File: src/rtl/decode_regfile_pkg.sv
// rtl/decode_regfile_pkg.sv - state, opcode, func and field-position constants for decode_regfile
package decode_regfile_pkg;

    localparam int NREGS_DEF  = 32;
    localparam int DATA_W_DEF = 8;
    localparam int REG_AW     = 5;

    typedef enum logic [2:0] {
        STATE_IF = 3'd0,
        STATE_ID = 3'd1,
        STATE_EX = 3'd2,
        STATE_WB = 3'd3
    } state_e;

    localparam logic [5:0] OP_ADDU  = 6'h00;
    localparam logic [5:0] OP_SUBU  = 6'h00;
    localparam logic [5:0] OP_ADDIU = 6'h09;

    localparam logic [5:0] FUNC_ADDU = 6'h21;
    localparam logic [5:0] FUNC_SUBU = 6'h23;

    localparam int FIELD_OPCODE_MSB = 31;
    localparam int FIELD_OPCODE_LSB = 26;
    localparam int FIELD_RS_MSB     = 25;
    localparam int FIELD_RS_LSB     = 21;
    localparam int FIELD_RT_MSB     = 20;
    localparam int FIELD_RT_LSB     = 16;
    localparam int FIELD_RD_MSB     = 15;
    localparam int FIELD_RD_LSB     = 11;
    localparam int FIELD_IMM_MSB    = 15;
    localparam int FIELD_IMM_LSB    = 0;
    localparam int FIELD_FUNC_MSB   = 5;
    localparam int FIELD_FUNC_LSB   = 0;

    // R-type (opcode 0) writes rd; every other opcode writes rt.
    function automatic logic [REG_AW-1:0] dest_sel(input logic [31:0] ins);
        if (ins[FIELD_OPCODE_MSB:FIELD_OPCODE_LSB] == OP_ADDU)
            return ins[FIELD_RD_MSB:FIELD_RD_LSB];
        return ins[FIELD_RT_MSB:FIELD_RT_LSB];
    endfunction

endpackage

File: src/rtl/decode_regfile_regfile_2r1w.sv
// rtl/decode_regfile_regfile_2r1w.sv - register file, two latched read ports, one write port, r0 hardwired to zero
module regfile_2r1w
    import decode_regfile_pkg::*;
#(
    parameter int NREGS  = NREGS_DEF,
    parameter int DATA_W = DATA_W_DEF
) (
    input  logic              clk,
    input  logic              rstn,
    input  logic              rd_en,
    input  logic [4:0]        ra,
    input  logic [4:0]        rb,
    output logic [DATA_W-1:0] rdata_a,
    output logic [DATA_W-1:0] rdata_b,
    input  logic              we,
    input  logic [4:0]        wa,
    input  logic [DATA_W-1:0] wd,
    input  logic [4:0]        dbg_addr,
    output logic [DATA_W-1:0] dbg_data
);

    logic [DATA_W-1:0] regs [NREGS];

    always_ff @(posedge clk) begin
        if (!rstn) begin
            for (int i = 0; i < NREGS; i++) regs[i] <= '0;
            rdata_a <= '0;
            rdata_b <= '0;
        end else begin
            if (we && wa != 5'd0) regs[wa] <= wd;
            if (rd_en) begin
                rdata_a <= (ra == 5'd0) ? '0 : regs[ra];
                rdata_b <= (rb == 5'd0) ? '0 : regs[rb];
            end
        end
    end

    assign dbg_data = (dbg_addr == 5'd0) ? '0 : regs[dbg_addr];

endmodule

File: src/rtl/decode_regfile.sv
// rtl/decode_regfile.sv - instruction decode, register read/writeback and retired-instruction counter
module decode_regfile
    import decode_regfile_pkg::*;
#(
    parameter int NREGS  = NREGS_DEF,
    parameter int DATA_W = DATA_W_DEF
) (
    input  logic              clk,
    input  logic              rstn,
    input  logic [2:0]        state,
    input  logic [31:0]       instr,
    input  logic [DATA_W-1:0] result,
    input  logic              instruction_invalid,
    output logic [5:0]        opcode,
    output logic [5:0]        func,
    output logic [15:0]       imm,
    output logic [DATA_W-1:0] rsv,
    output logic [DATA_W-1:0] rtv,
    output logic [4:0]        dest,
    output logic [7:0]        retired,
    input  logic [4:0]        dbg_addr,
    output logic [DATA_W-1:0] dbg_data
);

    logic in_id;
    logic wb_commit;

    assign in_id     = (state == STATE_ID);
    assign wb_commit = (state == STATE_WB) && !instruction_invalid;

    always_ff @(posedge clk) begin
        if (!rstn) begin
            opcode  <= '0;
            func    <= '0;
            imm     <= '0;
            dest    <= '0;
            retired <= '0;
        end else if (in_id) begin
            opcode <= instr[FIELD_OPCODE_MSB:FIELD_OPCODE_LSB];
            func   <= instr[FIELD_FUNC_MSB:FIELD_FUNC_LSB];
            imm    <= instr[FIELD_IMM_MSB:FIELD_IMM_LSB];
            dest   <= dest_sel(instr);
        end else if (wb_commit) begin
            // A dest of r0 still counts: the instruction retired, it just has no visible effect.
            retired <= retired + 8'd1;
        end
    end

    regfile_2r1w #(
        .NREGS  (NREGS),
        .DATA_W (DATA_W)
    ) u_regfile (
        .clk      (clk),
        .rstn     (rstn),
        .rd_en    (in_id),
        .ra       (instr[FIELD_RS_MSB:FIELD_RS_LSB]),
        .rb       (instr[FIELD_RT_MSB:FIELD_RT_LSB]),
        .rdata_a  (rsv),
        .rdata_b  (rtv),
        .we       (wb_commit),
        .wa       (dest),
        .wd       (result),
        .dbg_addr (dbg_addr),
        .dbg_data (dbg_data)
    );

endmodule

File: config.mk
export PLATFORM = sky130hd
export DESIGN_NAME = decode_regfile
export DESIGN_NICKNAME = d
export VERILOG_FILES = /design/src/rtl/decode_regfile_pkg.sv /design/src/rtl/decode_regfile_regfile_2r1w.sv /design/src/rtl/decode_regfile.sv
export SDC_FILE = /design/constraint.sdc
export NUM_CORES = 1
export LEC_CHECK = 0
export ABC_AREA = 0
export BUFFER_PORTS_ARGS = -buffer_cell sky130_fd_sc_hd__buf_2
export CELL_PAD_IN_SITES_DETAIL_PLACEMENT = 1
export CELL_PAD_IN_SITES_GLOBAL_PLACEMENT = 1
export CORE_ASPECT_RATIO = 1.1
export CORE_MARGIN = 3
export CORE_UTILIZATION = 28
export DETAILED_ROUTE_END_ITERATION = 8
export GPL_TIMING_DRIVEN = 0
export PLACE_DENSITY = 0.57
export SLEW_MARGIN = 20
export SYNTH_ARGS = -nofsm -noshare
export SYNTH_HDL_FRONTEND = slang
export SYNTH_HIERARCHICAL = 1
export SYNTH_SLANG_ARGS = --single-unit
File: constraint.sdc
create_clock -name clk -period 8.1 [get_ports clk]
set_clock_uncertainty 0.1 [all_clocks]
set_input_delay 1.62 -clock clk [delete_from_list [all_inputs] [get_ports clk]]
set_output_delay 1.62 -clock clk [all_outputs]
set_load 0.02 [all_outputs]
Yosys cells after proc, flatten, opt, wreduce, memory -nomap -nowiden:

Memories as Yosys holds them, arrays and structs flattened.
Index checks and enable logic that the tools add are counted.

* reductions and logical operators: 10
* $add $sub $neg: 1
* bitwise logic cells: 1
* equality and inequality tests: 2
* mux-type cells: 15

Operators by type and width (number)
* $mux W8: 4
* $logic_not A5 Y1: 3
* $mux W5: 3
* $add A8 B1 Y8 const B: 1
* $mux W1: 8
* $reduce_or A8 Y1: 1
* $logic_not A6 Y1: 1
* $reduce_bool A5 Y1: 1
* $eq A3 B1 Y1 const B: 1
* $eq A3 B2 Y1 const B: 1
* $logic_and A1 B1 Y1: 2
* $reduce_and A2 Y1: 1
* $logic_not A1 Y1: 1
* $not A1 Y1: 1

* register bits after elaboration: 57
* output and inout bits: 65
* memories kept: 1
* input bits: 51
* RAM bits: 256

Memories
* u_regfile.regs: depth 32, bits a word 8, rd ports 3, clocked after memory_dff 0, wr ports 32, line decode_regfile_regfile_2r1w.sv:22 `logic [DATA_W-1:0] regs [NREGS];`

Depth between registers and ports, before layout:

* word-level depth: 8
* gate-level depth with buffers: 8
* gate-level depth less buffers: 6

Cells and area by module:

Netlist, hierarchy kept.

Modules (own cells, without submodules)
* regfile_2r1w: instances 1, area an instance 16400.7 µm², seq. area each 8007.7 µm², cells each 1176
* decode_regfile: instances 1, area an instance 1456.4 µm², seq. area each 700.7 µm², cells each 177

Worst setup path before layout:

No wires, ideal clock.

* path type: input -> output
* from: input dbg_addr[2]
* to: output dbg_data[1]
* data required time: 6380 ps
* path buffers: 2
* path slack: 3266 ps
* stages on the path: 6
* arrival time: 3114 ps
* path through: buf_2 -> buf_1 -> mux4_2 -> a22oi_1 -> nand2_1 -> a221o_1

* cells in the longest elaborated chain, start to end: 2
* elaborated cells on any way between the ends: 3
* classes of those cells: mux (1); reduce/logical (1); memory (1)

RTL lines
* start, declared: line decode_regfile.sv:21 `input logic [4:0] dbg_addr,`
* $mem_v2 Z32 W8 / $logic_not A5 Y1 (equally long branches)
* $mux W8 *: line decode_regfile_regfile_2r1w.sv:38 `assign dbg_data = (dbg_addr == 5'd0) ? '0 : regs[dbg_addr];`
* end, declared: line decode_regfile.sv:22 `output logic [DATA_W-1:0] dbg_data`

Every way passes the cells marked *; elsewhere a longest branch is shown, timed or not.

Worst setup path after layout:

* from: input dbg_addr[2]
* to: output dbg_data[3]

Same word-level chain as after synthesis.

==> results by group <==
Die
  – Std-Cell Rows: 96
  – Boundary Pins: approximately 120
  – Core area: 0.0627 mm²
  – Chip height: 271 µm
  – Die area: ~0.067 mm²
  – Starting Density: 0.285
  – Die width: between 200 and 250 µm

Synthesis
  – Synth Area in XOR/XNOR: 0.000490
  – Top cells by count, synth: edfxtp_1, and2_1, mux4_2
  – Share of the synthesized area in the top cell type: 0.430
  – Synth Area per Inst: between 10 and 15 µm²
  – Post-synth top area cell: edfxtp_1
  – Adder-Cell Fraction of Synth Area: 0.000701
  – Cells after Synth: about 1400
  – Synth warn: 6
  – Post-synth EDFFs: approximately 260
  – Mapped Area: roughly 0.018 mm²
  – Synth cell types: 50
  – Largest family of logic cells by synthesized area: multiplexers
  – Multiplexer share of the synthesized area: 0.247
  – Synthesized flop and latch total: slightly above 300
  – Leading post-synthesis cells by cell area: edfxtp_1, mux4_2, and2_1, dfxtp_1, mux2i_1
  – Synth Area in Compound Gates: 0.0909
  – Ys flop type: edfxtp_1
  – Register area share after synthesis: 0.488
  – FFs w/ async S/R, synth: 0
  – Most common cell in the netlist: edfxtp_1
  – Fraction of the mapped netlist area in simple logic gates: 0.137

CTS
  – Clk Latency, worst-skew pair: 0.55 ns
  – CTS Hold Bufs: 0
  – CTS Buffer Depth: 3
  – Reg clk slew, reported paths: ~0.060 ns
  – CTS Sinks: 307
  – Root Driver: clkbuf_16
  – Inserted Clock Buffers: 37
  – H-tree levels: 2
  – Post-CTS Setup Bufs: 0
  – Post-CTS Resized: 0
  – CTS tree: done

Timing
  – Fmax: 0.160 GHz
  – Slew margin rel.: 0.249
  – Setup TNS: 0 ns
  – RSZ-0062 raised after global routing: no
  – Final period util: 0.770
  – Least-Margin Pin Slew: roughly 1.1 ns
  – Final critical-path required period: 6.23 ns
  – Final Hold Fails: 0
  – Slew Limit Fails: 0
  – Final setup violation count: 0

Final layout
  – Synth-to-Final Area Change: 16.6%
  – Layout cell share with drive strength beyond 1: 0.253
  – N_diodes: 0
  – Number of filler cells placed in the layout: 6817
  – Fin area: 0.0208 mm²
  – Nets@finish: ~1600

Outcome
  – Outcome: finished clean

Min path
  – Worst Hold Path Cells: 2
  – Worst min-delay path class: reg2reg

Global route
  – Vias in the first global route: between 10000 and 15000
  – Total gr overflow: 0
  – Initial antenna violation count: 5
  – Gr usage total: 0.216
  – Pin count of the biggest net entering global routing: 16
  – First-pass GRT wire length: around 100 mm

Worst setup path
  – Critical path arrival: 4.51 ns
  – Crit path cell chain: buf_2, buf_2, buf_1, mux4_2, a22oi_1, nand2_1, a221o_1, buf_2
  – CP dominant cell by count: buf_2
  – Critical Path Stages: 8
  – Critical Path Fanout Max: 10
  – Critical path required time: approximately 6.4 ns
  – Crit end category: output pin
  – CP top delay family: buffers and inverters
  – CP startpoint kind: input port
  – Bufs and invs on worst path: 4
  – Worst r2r path cells: 3
  – Max stage delay cell, worst path: buf_1
  – WS Path Type: in2out
  – Crit-path max cell delay: slightly below 0.7 ns

Placement
  – Post-DP Area: 0.0196 mm²
  – Dpl hpwl: about 57 mm
  – RD Place Congestion: around 0.96
  – Port Buffers: 111

Drt
  – Initial DRC Count: ~1400
  – Detailed Routing Iterations Pass 1: 5
  – Total Wirelength: 72.8 mm
  – Number of vias per cell: 5.62
  – Antenna-violating nets left: 0
  – Vias: 13400
  – Drt wl/cell: ~30 µm
  – # DRC: 0

Power and ir drop
  – Internal Power: between 3 and 4 mW
  – Sw power: 1.07 mW
  – Clock share of power: 0.427
  – Logic pwr share: 0.132
  – Power share of the sequential group: 0.442
  – Total power: about 4 mW
  – PD cells: 198 mW/mm²
  – Maximum VDD drop: 0.000124 V
  – Static Leakage: approximately 7.6 nW
  – Sw Share: 0.261

Flow run
  – Maxcap violations: 0
-- worst register-to-register path, stage by stage, from the launching register on --
cell and delay, ns:
dfxtp_1 0.35, nand4b_1 0.73, clkbuf_1 0.56, o21ai_0 1.00
-- final timing paths --
kind	startpoint	endpoint	slack, ns
min	imm[9]	imm[9]	0.36
max reg2reg	dest[1]	u_regfile/regs[21][5]	4.98
max	dbg_addr[2]	dbg_data[3]	1.87
min reg2reg	imm[9]	imm[9]	0.36
-- cell type report --
class	count	area, µm²	area share
buffer	116	597	0.0287
clock buffer	48	1010	0.0485
clock inverter	19	251	0.0121
inverter	9	38.8	0.00186
multi-input combinational	928	8560	0.411
sequential	307	8710	0.418
tap	833	1040	0.0501
timing repair buffer	118	616	0.0296
-- sequential cells by signal, summed over array words and instances (netlist names) --
register	cells
dest	5
func	5
imm	11
opcode	6
retired	8
u_regfile/rdata_a	8
u_regfile/rdata_b	8
u_regfile/regs	256
-- power by group through the flow --
| stage | logic, mW | registers [mW] | clock network (mW) |
|---|---|---|---|
| finish | 0.541 | 1.82 | 1.75 |
| global route | 0.562 | 1.82 | 1.84 |
| CTS | 0.536 | 1.82 | 1.79 |
| detailed placement | 0.535 | 1.85 | 0 |
| global placement | 0.523 | 1.84 | 0 |
| floorplan | 0.310 | 1.83 | 0 |
-- cells in the final DEF (no fill, tap or decap), drive strengths merged, types with 7 or more instances in the layout --
| cell | Yosys | layout |
|---|---|---|
| a21oi | 42 | 42 |
| a221oi | 7 | 7 |
| a22o | 32 | 32 |
| a22oi | 38 | 38 |
| a32oi | 17 | 17 |
| and2 | 253 | 253 |
| buf | 64 | 182 |
| clkbuf | 52 | 100 |
| clkinv | 1 | 12 |
| conb | 1 | 8 |
| dfxtp | 51 | 51 |
| edfxtp | 256 | 256 |
| inv | 8 | 9 |
| mux2i | 100 | 100 |
| mux4 | 150 | 150 |
| nand2 | 68 | 68 |
| nand3 | 8 | 8 |
| nor2 | 62 | 62 |
| nor2b | 14 | 14 |
| o21ai | 42 | 42 |
| o221ai | 18 | 18 |
-- per-layer routing --
metal,GRT usage,vias up,wire length [µm]
met5,0,-,27
met4,0.101,4,3730
met3,0.0354,156,5210
met2,0.352,656,34200
met1,0.281,6945,29600
li1,-,5603,-
-- kinds of logic (layout without fill, tap and decap cells) --
kind of cell	after synthesis	count (layout)
AOI/OAI and AO/OA	228	228
adders and majority gates	1	1
DFF	307	307
muxes	253	253
xor gates and xnor gates	1	1
and+or+nand+nor	437	437
buffers and inverters	125	310
other	1	8
-- through the flow --
stage / util / setup WS [ns] / std cells / hold slack (ns)
final: 0.332 / 1.87 / 2378 / 0.358
after global routing: 0.332 / 1.86 / 2378 / 0.378
after CTS: 0.332 / 1.88 / 2378 / 0.359
after detailed placement: 0.312 / 1.88 / 2311 / 0.350
after global placement: 0.311 / 1.92 / 2304 / 0.345
after floorplan: - / 3.27 / 1360 / 0.433
(Power assumes the default switching activity.)
